$ cat src/rtl/bcd_pkg.sv
// Shared types and constants for the binary<->BCD converter.
package bcd_pkg;

  typedef enum logic [1:0] {
    IDLE  = 2'd0,
    SHIFT = 2'd1,
    DONE  = 2'd2
  } state_e;

  localparam logic MODE_BIN2BCD = 1'b0;
  localparam logic MODE_BCD2BIN = 1'b1;

  function automatic int output_bits(input int digits);
    return 4 * digits;
  endfunction

endpackage

$ cat src/rtl/bcd_digit_adjust.sv
// One BCD digit correction step: +3 when >=5 (binary->BCD) or -3 when >=8 (BCD->binary).
module bcd_digit_adjust
  import bcd_pkg::*;
(
  input  logic [3:0] digit_i,
  input  logic       mode_i,
  output logic [3:0] digit_o
);

  // Digit correction for the selected direction
  always_comb begin
    digit_o = digit_i;
    if (mode_i == MODE_BIN2BCD) begin
      digit_o = (digit_i >= 4'd5) ? (digit_i + 4'd3) : digit_i;
    end else begin
      digit_o = (digit_i >= 4'd8) ? (digit_i - 4'd3) : digit_i;
    end
  end

endmodule

$ cat src/rtl/bcd_converter.sv
// Iterative shift-and-adjust binary<->BCD converter, one bit per clock.
// Optional significant-digit count output under macro BCD_CONVERTER_DIGIT_COUNT_EN.
module bcd_converter
  import bcd_pkg::*;
#(
  parameter  int INPUT_BITS    = 8,
  parameter  int OUTPUT_DIGITS = 3,
  localparam int OUTPUT_BITS   = output_bits(OUTPUT_DIGITS)
) (
  input  logic                     Clock,
  input  logic                     Reset,
  input  logic                     Start_i,
  input  logic                     Mode_i,
  input  logic [INPUT_BITS-1:0]    Binary_i,
  input  logic [OUTPUT_BITS-1:0]   BCD_i,
  output logic                     Busy_o,
  output logic                     Done_o,
  output logic [INPUT_BITS-1:0]    Binary_o,
  output logic [OUTPUT_BITS-1:0]   BCD_o,
  output logic                     Overflow_o,
  output logic                     Invalid_o
`ifdef BCD_CONVERTER_DIGIT_COUNT_EN
  ,
  output logic [$clog2(OUTPUT_DIGITS+1)-1:0] Digits_o
`endif
);

  localparam int CNT_W  = $clog2(INPUT_BITS + 1);
  localparam int WORK_W = OUTPUT_BITS + INPUT_BITS;

  state_e                 state_q, state_d;
  logic                   mode_q, mode_d;
  logic [CNT_W-1:0]       cnt_q, cnt_d;
  logic [OUTPUT_BITS-1:0] bcd_q, bcd_d;
  logic [INPUT_BITS-1:0]  bin_q, bin_d;
  logic                   sticky_q, sticky_d;
  logic                   inval_q, inval_d;
  logic                   busy_q, busy_d;
  logic                   done_q, done_d;
  logic [INPUT_BITS-1:0]  bin_res_q, bin_res_d;
  logic [OUTPUT_BITS-1:0] bcd_res_q, bcd_res_d;
  logic                   ovf_q, ovf_d;
  logic                   inv_q, inv_d;
  logic                   load_bcd_s, load_bin_s;
  logic                   any_invalid_s;
  logic [OUTPUT_BITS-1:0] adj_in_s, adj_out_s;
  logic [WORK_W-1:0]      shr_s, shl_s;

  // BCD->binary adjusts after the right shift, binary->BCD adjusts before the left shift
  assign shr_s    = {1'b0, bcd_q, bin_q[INPUT_BITS-1:1]};
  assign adj_in_s = (mode_q == MODE_BCD2BIN) ? shr_s[WORK_W-1 -: OUTPUT_BITS] : bcd_q;
  assign shl_s    = {adj_out_s[OUTPUT_BITS-2:0], bin_q, 1'b0};

  for (genvar g = 0; g < OUTPUT_DIGITS; g++) begin : g_adj
    bcd_digit_adjust u_adj (
      .digit_i (adj_in_s[4*g +: 4]),
      .mode_i  (mode_q),
      .digit_o (adj_out_s[4*g +: 4])
    );
  end

  // Flag any non-decimal digit on the BCD operand
  always_comb begin
    any_invalid_s = 1'b0;
    for (int k = 0; k < OUTPUT_DIGITS; k++) begin
      any_invalid_s = any_invalid_s | (BCD_i[4*k +: 4] > 4'd9);
    end
  end

  // Next-state, datapath and result update
  always_comb begin
    state_d    = state_q;
    mode_d     = mode_q;
    cnt_d      = cnt_q;
    bcd_d      = bcd_q;
    bin_d      = bin_q;
    sticky_d   = sticky_q;
    inval_d    = inval_q;
    busy_d     = 1'b0;
    done_d     = 1'b0;
    bin_res_d  = bin_res_q;
    bcd_res_d  = bcd_res_q;
    ovf_d      = ovf_q;
    inv_d      = inv_q;
    load_bcd_s = 1'b0;
    load_bin_s = 1'b0;
    case (state_q)
      IDLE: begin
        if (Start_i) begin
          state_d  = SHIFT;
          mode_d   = Mode_i;
          cnt_d    = CNT_W'(INPUT_BITS);
          sticky_d = 1'b0;
          inval_d  = any_invalid_s;
          busy_d   = 1'b1;
          if (Mode_i == MODE_BCD2BIN) begin
            bcd_d = BCD_i;
            bin_d = '0;
          end else begin
            bcd_d = '0;
            bin_d = Binary_i;
          end
        end else begin
          state_d = IDLE;
        end
      end
      SHIFT: begin
        busy_d = 1'b1;
        cnt_d  = cnt_q - CNT_W'(1);
        if (mode_q == MODE_BIN2BCD) begin
          bcd_d    = shl_s[WORK_W-1 -: OUTPUT_BITS];
          bin_d    = shl_s[INPUT_BITS-1:0];
          sticky_d = sticky_q | adj_out_s[OUTPUT_BITS-1];
        end else begin
          bcd_d = adj_out_s;
          bin_d = shr_s[INPUT_BITS-1:0];
        end
        if (cnt_q == CNT_W'(1)) begin
          state_d    = DONE;
          busy_d     = 1'b0;
          done_d     = 1'b1;
          load_bcd_s = (mode_q == MODE_BIN2BCD);
          load_bin_s = (mode_q == MODE_BCD2BIN);
        end else begin
          state_d = SHIFT;
        end
        if (load_bcd_s) begin
          bcd_res_d = bcd_d;
          ovf_d     = sticky_d;
          inv_d     = 1'b0;
        end else if (load_bin_s) begin
          bin_res_d = bin_d;
          inv_d     = inval_q;
          ovf_d     = inval_q ? 1'b0 : (bcd_d != '0);
        end else begin
          ovf_d = ovf_q;
        end
      end
      DONE: begin
        state_d = IDLE;
      end
      default: begin
        state_d = IDLE;
      end
    endcase
  end

  // State and output registers
  always_ff @(posedge Clock or negedge Reset) begin
    if (!Reset) begin
      state_q   <= IDLE;
      mode_q    <= MODE_BIN2BCD;
      cnt_q     <= '0;
      bcd_q     <= '0;
      bin_q     <= '0;
      sticky_q  <= 1'b0;
      inval_q   <= 1'b0;
      busy_q    <= 1'b0;
      done_q    <= 1'b0;
      bin_res_q <= '0;
      bcd_res_q <= '0;
      ovf_q     <= 1'b0;
      inv_q     <= 1'b0;
    end else begin
      state_q   <= state_d;
      mode_q    <= mode_d;
      cnt_q     <= cnt_d;
      bcd_q     <= bcd_d;
      bin_q     <= bin_d;
      sticky_q  <= sticky_d;
      inval_q   <= inval_d;
      busy_q    <= busy_d;
      done_q    <= done_d;
      bin_res_q <= bin_res_d;
      bcd_res_q <= bcd_res_d;
      ovf_q     <= ovf_d;
      inv_q     <= inv_d;
    end
  end

  assign Busy_o     = busy_q;
  assign Done_o     = done_q;
  assign Binary_o   = bin_res_q;
  assign BCD_o      = bcd_res_q;
  assign Overflow_o = ovf_q;
  assign Invalid_o  = inv_q;

`ifdef BCD_CONVERTER_DIGIT_COUNT_EN
  localparam int DIGITS_W = $clog2(OUTPUT_DIGITS + 1);

  logic [DIGITS_W-1:0] digits_q, digits_d;

  // Highest nonzero digit position of the new BCD result; zero still counts as one digit
  always_comb begin
    digits_d = digits_q;
    if (load_bcd_s) begin
      digits_d = DIGITS_W'(1);
      for (int k = 1; k < OUTPUT_DIGITS; k++) begin
        digits_d = (bcd_d[4*k +: 4] != 4'd0) ? DIGITS_W'(k + 1) : digits_d;
      end
    end else begin
      digits_d = digits_q;
    end
  end

  // Digit-count register
  always_ff @(posedge Clock or negedge Reset) begin
    if (!Reset) begin
      digits_q <= '0;
    end else begin
      digits_q <= digits_d;
    end
  end

  assign Digits_o = digits_q;
`endif

endmodule

$ cat config.mk
export PLATFORM = sky130hd
export DESIGN_NAME = bcd_converter
export DESIGN_NICKNAME = d
export VERILOG_FILES = /design/src/rtl/bcd_pkg.sv /design/src/rtl/bcd_digit_adjust.sv /design/src/rtl/bcd_converter.sv
export SDC_FILE = /design/constraint.sdc
export NUM_CORES = 1
export LEC_CHECK = 0
export BUFFER_PORTS_ARGS = -buffer_cell sky130_fd_sc_hd__buf_4
export CORE_MARGIN = 10
export CORE_UTILIZATION = 50
export DETAILED_ROUTE_END_ITERATION = 16
export GPL_TIMING_DRIVEN = 0
export PLACE_DENSITY = 0.72
export SLEW_MARGIN = 20
export SYNTH_ARGS = -nofsm -noshare
export SYNTH_HDL_FRONTEND = slang
export SYNTH_HIERARCHICAL = 1
export SYNTH_SLANG_ARGS = --single-unit
$ cat constraint.sdc
create_clock -name Clock -period 4.12 [get_ports Clock]
set_input_delay 0.412 -clock Clock [delete_from_list [all_inputs] [get_ports Clock]]
set_output_delay 0.412 -clock Clock [all_outputs]
set_load 0.01 [all_outputs]
==> Yosys cells after proc, flatten, opt, wreduce, memory -nomap -nowiden <==
Cells that the tools add are included.
{ "op_classes": {"n_addsub": 7, "n_lt_le_gt_ge": 9, "eq_ne": 3, "mux": 41, "bitwise_logic": 5, "reduce_logical": 9} }
{ "op_table": {"columns": ["cell", "n"], "rows": [
  ["$mux W12", 5],
  ["$mux W4", 10],
  ["$mux W8", 3],
  ["$pmux W12 S2", 1],
  ["$mux W1", 16],
  ["$pmux W8 S2", 1],
  ["$add A4 B2 Y4 const B", 3],
  ["$ge A4 B3 Y1 const B", 3],
  ["$ge A4 B4 Y1 const B", 3],
  ["$gt A4 B4 Y1 const B", 3],
  ["$reduce_bool A12 Y1", 1],
  ["$sub A4 B2 Y4 const B", 3],
  ["$pmux W4 S2", 1],
  ["$reduce_and A2 Y1", 4],
  ["$eq A4 B1 Y1 const B", 1],
  ["$pmux W1 S2", 2],
  ["$pmux W2 S2", 1],
  ["$reduce_bool A2 Y1", 2],
  ["$sub A4 B1 Y4 const B", 1],
  ["$or A1 B1 Y1", 3],
  ["$reduce_and A3 Y1", 1],
  ["$eq A2 B1 Y1 const B", 1],
  ["$logic_not A2 Y1", 1],
  ["$mux W2", 1],
  ["other kinds (2)", 3]
]} }
{ "totals": {"reg_bits": 53, "inputBits": 24, "output_inout_bits": 24, "elab_cells": 87} }

==> Depth between registers and ports, before layout <==
{ "depth": {"depth_word": 10, "ltp_mapped": 12, "depth_no_buf": 10} }

==> Modules after synthesis <==
Netlist, hierarchy kept.
{ "modules_own_cells": {"columns": ["mod", "n_inst", "cells_each", "area_per_inst_um2", "seq_area_each_um2"], "rows": [
  ["bcd_converter", 1, 209, 2549.9, 1276.2],
  ["bcd_digit_adjust", 3, 25, 200.2, 0.0]
]} }

==> Worst setup path after synthesis <==
Ideal clock, no wire load.
{ "synth_timing": {"path_kind": "reg2reg", "start": "register mode_q", "end": "register ovf_q (netlist: Overflow_o)", "setup_ns": 0.128, "t_arrival_ns": 2.904, "t_required_ns": 3.992, "setup_slack_ns": 1.089, "path_stages_with_launch": 13, "path_buffers": 2, "synth_period_minus_slack_ns": 3.031, "cell_sequence": "dfrtp_1 -> buf_4 -> buf_2 -> mux2_2 -> inv_1 -> ha_1 -> nand2b_4 -> a31oi_1 -> o221ai_1 -> nor4_1 -> nand4_1 -> nand2_1 -> a31oi_1"} }
{ "synth_between": {"elab_chain_len": 10, "elab_cells_between_ends": 37, "classes_between": "add/sub (6); order compare (6); mux (20); bitwise (2); reduce/logical (3)"} }
{ "synth_lines": {"columns": ["element", "line", "rtl"], "rows": [
  ["start: declaration", "bcd_converter.sv:32", "logic mode_q, mode_d;"],
  ["start signal: assignment", "bcd_converter.sv:166", "mode_q <= mode_d;"],
  ["$mux W12 *", "bcd_converter.sv:51", "assign adj_in_s = (mode_q == MODE_BCD2BIN) ? shr_s[WORK_W-1 -: OUTPUT_BITS] : bcd_q;"],
  ["named net adj_in_s[5]", "bcd_converter.sv:46", "logic [OUTPUT_BITS-1:0] adj_in_s, adj_out_s;"],
  ["$add A4 B2 Y4, or another cell as far along", "bcd_digit_adjust.sv:14", "digit_o = (digit_i >= 4'd5) ? (digit_i + 4'd3) : digit_i;"],
  ["$mux W4, on equally long branches", "bcd_digit_adjust.sv:14, bcd_digit_adjust.sv:16", null],
  ["$mux W4 *", "bcd_digit_adjust.sv:13", "if (mode_i == MODE_BIN2BCD) begin"],
  ["named net adj_out_s[7]", "bcd_converter.sv:46", null],
  ["$mux W12 *", "bcd_converter.sv:110", "if (mode_q == MODE_BIN2BCD) begin"],
  ["$mux W12 *", "bcd_converter.sv:87", "case (state_q)"],
  ["$reduce_bool A12 Y1 *", "bcd_converter.sv:134", "ovf_d = inval_q ? 1'b0 : (bcd_d != '0);"],
  ["$mux W1 *", "bcd_converter.sv:134", null],
  ["$mux W1 *", "bcd_converter.sv:131", "end else if (load_bin_s) begin"],
  ["$mux W1 *", "bcd_converter.sv:127", "if (load_bcd_s) begin"],
  ["end signal: assignment", "bcd_converter.sv:176", "ovf_q <= ovf_d;"],
  ["end: declaration", "bcd_converter.sv:42", "logic ovf_q, ovf_d;"]
]} }
The timed path passes the listed nets; every way through them passes the cells marked *. The select of a mux whose other input is x is not followed.
A chain may end at the register's enable or synchronous reset.

==> Worst setup path after layout <==
Ends and elaborated chain as after synthesis.

==> impl_metrics.json <==
{
  "synth_area_leaders": "dfrtp_1, mux2i_1, a221o_1, mux2_2, mux2_4",
  "arrival_ns": 3.93,
  "synth_area_um2": 3150,
  "timing.fmax_mhz": 269,
  "slowest_stage": "dfrtp_1",
  "synth_cells": 284,
  "end_kind": "register",
  "hold_buffers": 0,
  "maxSlewViolCount": 0,
  "clock_latency_ns": 0.33,
  "coreArea_um2": 6030,
  "port_buffers": 47,
  "drive_gt1_share_pct": 32.4,
  "vias": 2410,
  "num_rows": 28,
  "hold_violations": 0,
  "post-dp-hpwl_mm": 5.49,
  "start_util_pct": 52.3,
  "post_cts_buffers": 0,
  "grt-ovfl-total": 0,
  "use_met3_pct": 3.39,
  "criticalPathCategory": "register to register",
  "timing.final.crit_share_pct": 90.1,
  "drc": 0,
  "ys_seq_area_share_pct": 40.5,
  "routedWlPerCell_um": 18.0,
  "fillers": 504,
  "ys_types": 41,
  "cap_violations": 0,
  "run_status": "completed",
  "vdd_ir_drop_max_uv": 508,
  "design_area_um2": 3690,
  "setup-tns-final_ns": 0,
  "cts_made_buffers": 5,
  "cts-root-buf": "clkbuf_8",
  "min_period_ns": 3.71,
  "clkTransAtPathRegs_ns": 0.11,
  "drtIter0Drc": 114,
  "syn_to_final_growth_pct": 17.2,
  "synth_top_cell_area_share_pct": 40.5,
  "grt_usage_pct": 14.9,
  "drt-total-wl_mm": 7.45,
  "grt_pass1_wl_mm": 12.2,
  "io_pins": 48,
  "cts_resized": 0,
  "fin_skew_ns": 0.0175,
  "num-nets-final": 373,
  "dieArea_um2": 9880,
  "gp_congestion": 0.897,
  "crit_required_ns": 4.34,
  "postRouteAntennaNets": 0,
  "use_met1_pct": 19.6,
  "firstDrtPassIters": 4,
  "finalSetupViolations": 0,
  "hp-class": "primary input to asynchronous set/reset pin",
  "antenna_found_initial": 0,
  "placed_area_um2": 3600,
  "worst_pin_slew_ns": 0.988,
  "grt_max_degree": 52,
  "p_per_area_nw_per_um2": 948,
  "reg2reg_depth": 12,
  "layout_commonest_cell": "dfrtp_1",
  "cts_tree": "done",
  "die_w_um": 99.4,
  "p_leak_nw": 1.75,
  "path_cells": "buf_4 -> buf_4 -> mux2_2 -> inv_1 -> ha_1 -> nand2b_4 -> a31oi_1 -> o221ai_1 -> nor4_1 -> nand4_1 -> nand2_1 -> a31oi_1",
  "synth_top_cell_by_area": "dfrtp_1",
  "num_antenna_cells": 0,
  "layout_common_cells": "dfrtp_1, buf_4, nor2_1, mux2i_1, a221o_1",
  "slowest_delay_ns": 1.00,
  "crit_fanout": 23,
  "cts_max_path_buffers": 2,
  "gr-max-usage-layer": "met2",
  "cts_max_level": 2,
  "startpoint_type": "register",
  "ys_ff_latch": 51,
  "avgViaCountPerCell": 5.82,
  "die_y_um": 99.4,
  "grt_use_met2_pct": 23.8,
  "slew_headroom_pct": 34.1,
  "syn_nets": 319,
  "numClockSinks": 51,
  "synth_area_per_cell_um2": 11.1,
  "yosysWarnings": 6,
  "grt_pass1_vias": 2432,
  "rsz0062_at_grt": "false"
}
==> final timing paths <==
kind                             start    endpoint  slack [ns]
setup reg to reg                mode_q  Overflow_o        0.41
hold reg to reg               BCD_o[2]    BCD_o[2]        0.52
min in group Clock         Binary_i[4]    bin_q[4]        0.31
max in group asynchronous        Reset    bin_q[7]        3.58
setup / recovery                mode_q  Overflow_o        0.41
hold / removal                   Reset    bcd_q[9]        0.10
==> report_power, final <==
group          switching [mW]  internal (mW)  leakage (nW)
Clock                   0.189          0.125        0.0491
Combinational            1.18           1.07          1.06
Sequential              0.202          0.732         0.645
Total                    1.57           1.93          1.75
==> cell usage after synthesis, drive strengths merged <==
cell,count
nor4,2
ha,11
a21oi,15
nand2,8
a221o,20
a211oi,1
nor2,27
nor2b,5
mux2,28
nand2b,8
clkbuf,3
o22ai,3
and2,2
nand3,5
inv,13
nor3,2
a32o,3
o221ai,3
xor2,3
xnor2,6
dfrtp,51
nand4,1
o21bai,1
a31oi,6
buf,10
and3,5
or2,1
o21ai,12
a21o,2
mux2i,23
nor3b,1
o211ai,3
==> per-stage QoR <==
stage / total power [mW] / cells / hold slack, ns / utilization [%] / worst slack [ns]
global placement: 3.13 / 406 / 0.488 / 59.7 / 0.531
global route: 3.79 / 414 / 0.154 / 61.3 / 0.125
finish: 3.50 / 414 / 0.101 / 61.3 / 0.407
floorplan: 2.60 / 284 / 0.116 / - / 1.09
detailed placement: 3.19 / 406 / 0.494 / 59.7 / 0.420
CTS: 3.51 / 414 / 0.140 / 61.3 / 0.398
==> flip-flops by register name (all words and copies together), names as in the netlist <==
| register | flops |
|---|---|
| inval_q | 1 |
| cnt_q | 4 |
| bin_q | 8 |
| Invalid_o | 1 |
| Overflow_o | 1 |
| mode_q | 1 |
| sticky_q | 1 |
| bcd_q | 12 |
| state_q | 1 |
| Done_o | 1 |
| Binary_o | 8 |
| BCD_o | 12 |
==> cells by family (layout without fill, tap and decap cells) <==
logic type,count (synthesis),after routing,synth area share (%)
DFF,51,51,40.5
and+or+nand+nor,67,67,12.9
AOI/OAI and AO/OA,69,69,16.6
muxes,51,51,18.7
adders and majority gates,11,11,4.37
xor gates and xnor gates,9,9,2.50
buffers and inverters,26,81,4.33
==> area by class of cell <==
type                    instances  area, µm²  area share (%)
plain buffers                  13       87.6            2.37
clock buffers                   5       68.8            1.86
clock inverters                 3       26.3           0.712
inverters                      13       48.8            1.32
multi-input cells             207       1740            47.1
flip-flops and latches         51       1280            34.6
well taps                      75       93.8            2.54
repair buffers                 47        353            9.56
==> worst max-delay path: cells and delay by family, from the launching register on <==
| family | cells | cell delay (ns) |
|---|---|---|
| AOI/OAI and AO/OA | 3 | 0.54 |
| and+or+nand+nor | 4 | 0.66 |
| muxes | 1 | 0.38 |
| buffers and inverters | 3 | 0.75 |
| DFF | 1 | 1.00 |
| adders and majority gates | 1 | 0.27 |
==> routing by layer <==
layer / routed length [µm] / vias to the layer above
met5: 0 / -
met3: 462 / 10
li1: - / 1157
met1: 3390 / 1172
met4: 85 / 0
met2: 3510 / 71
Note: power is estimated with default switching activity, not from simulation.
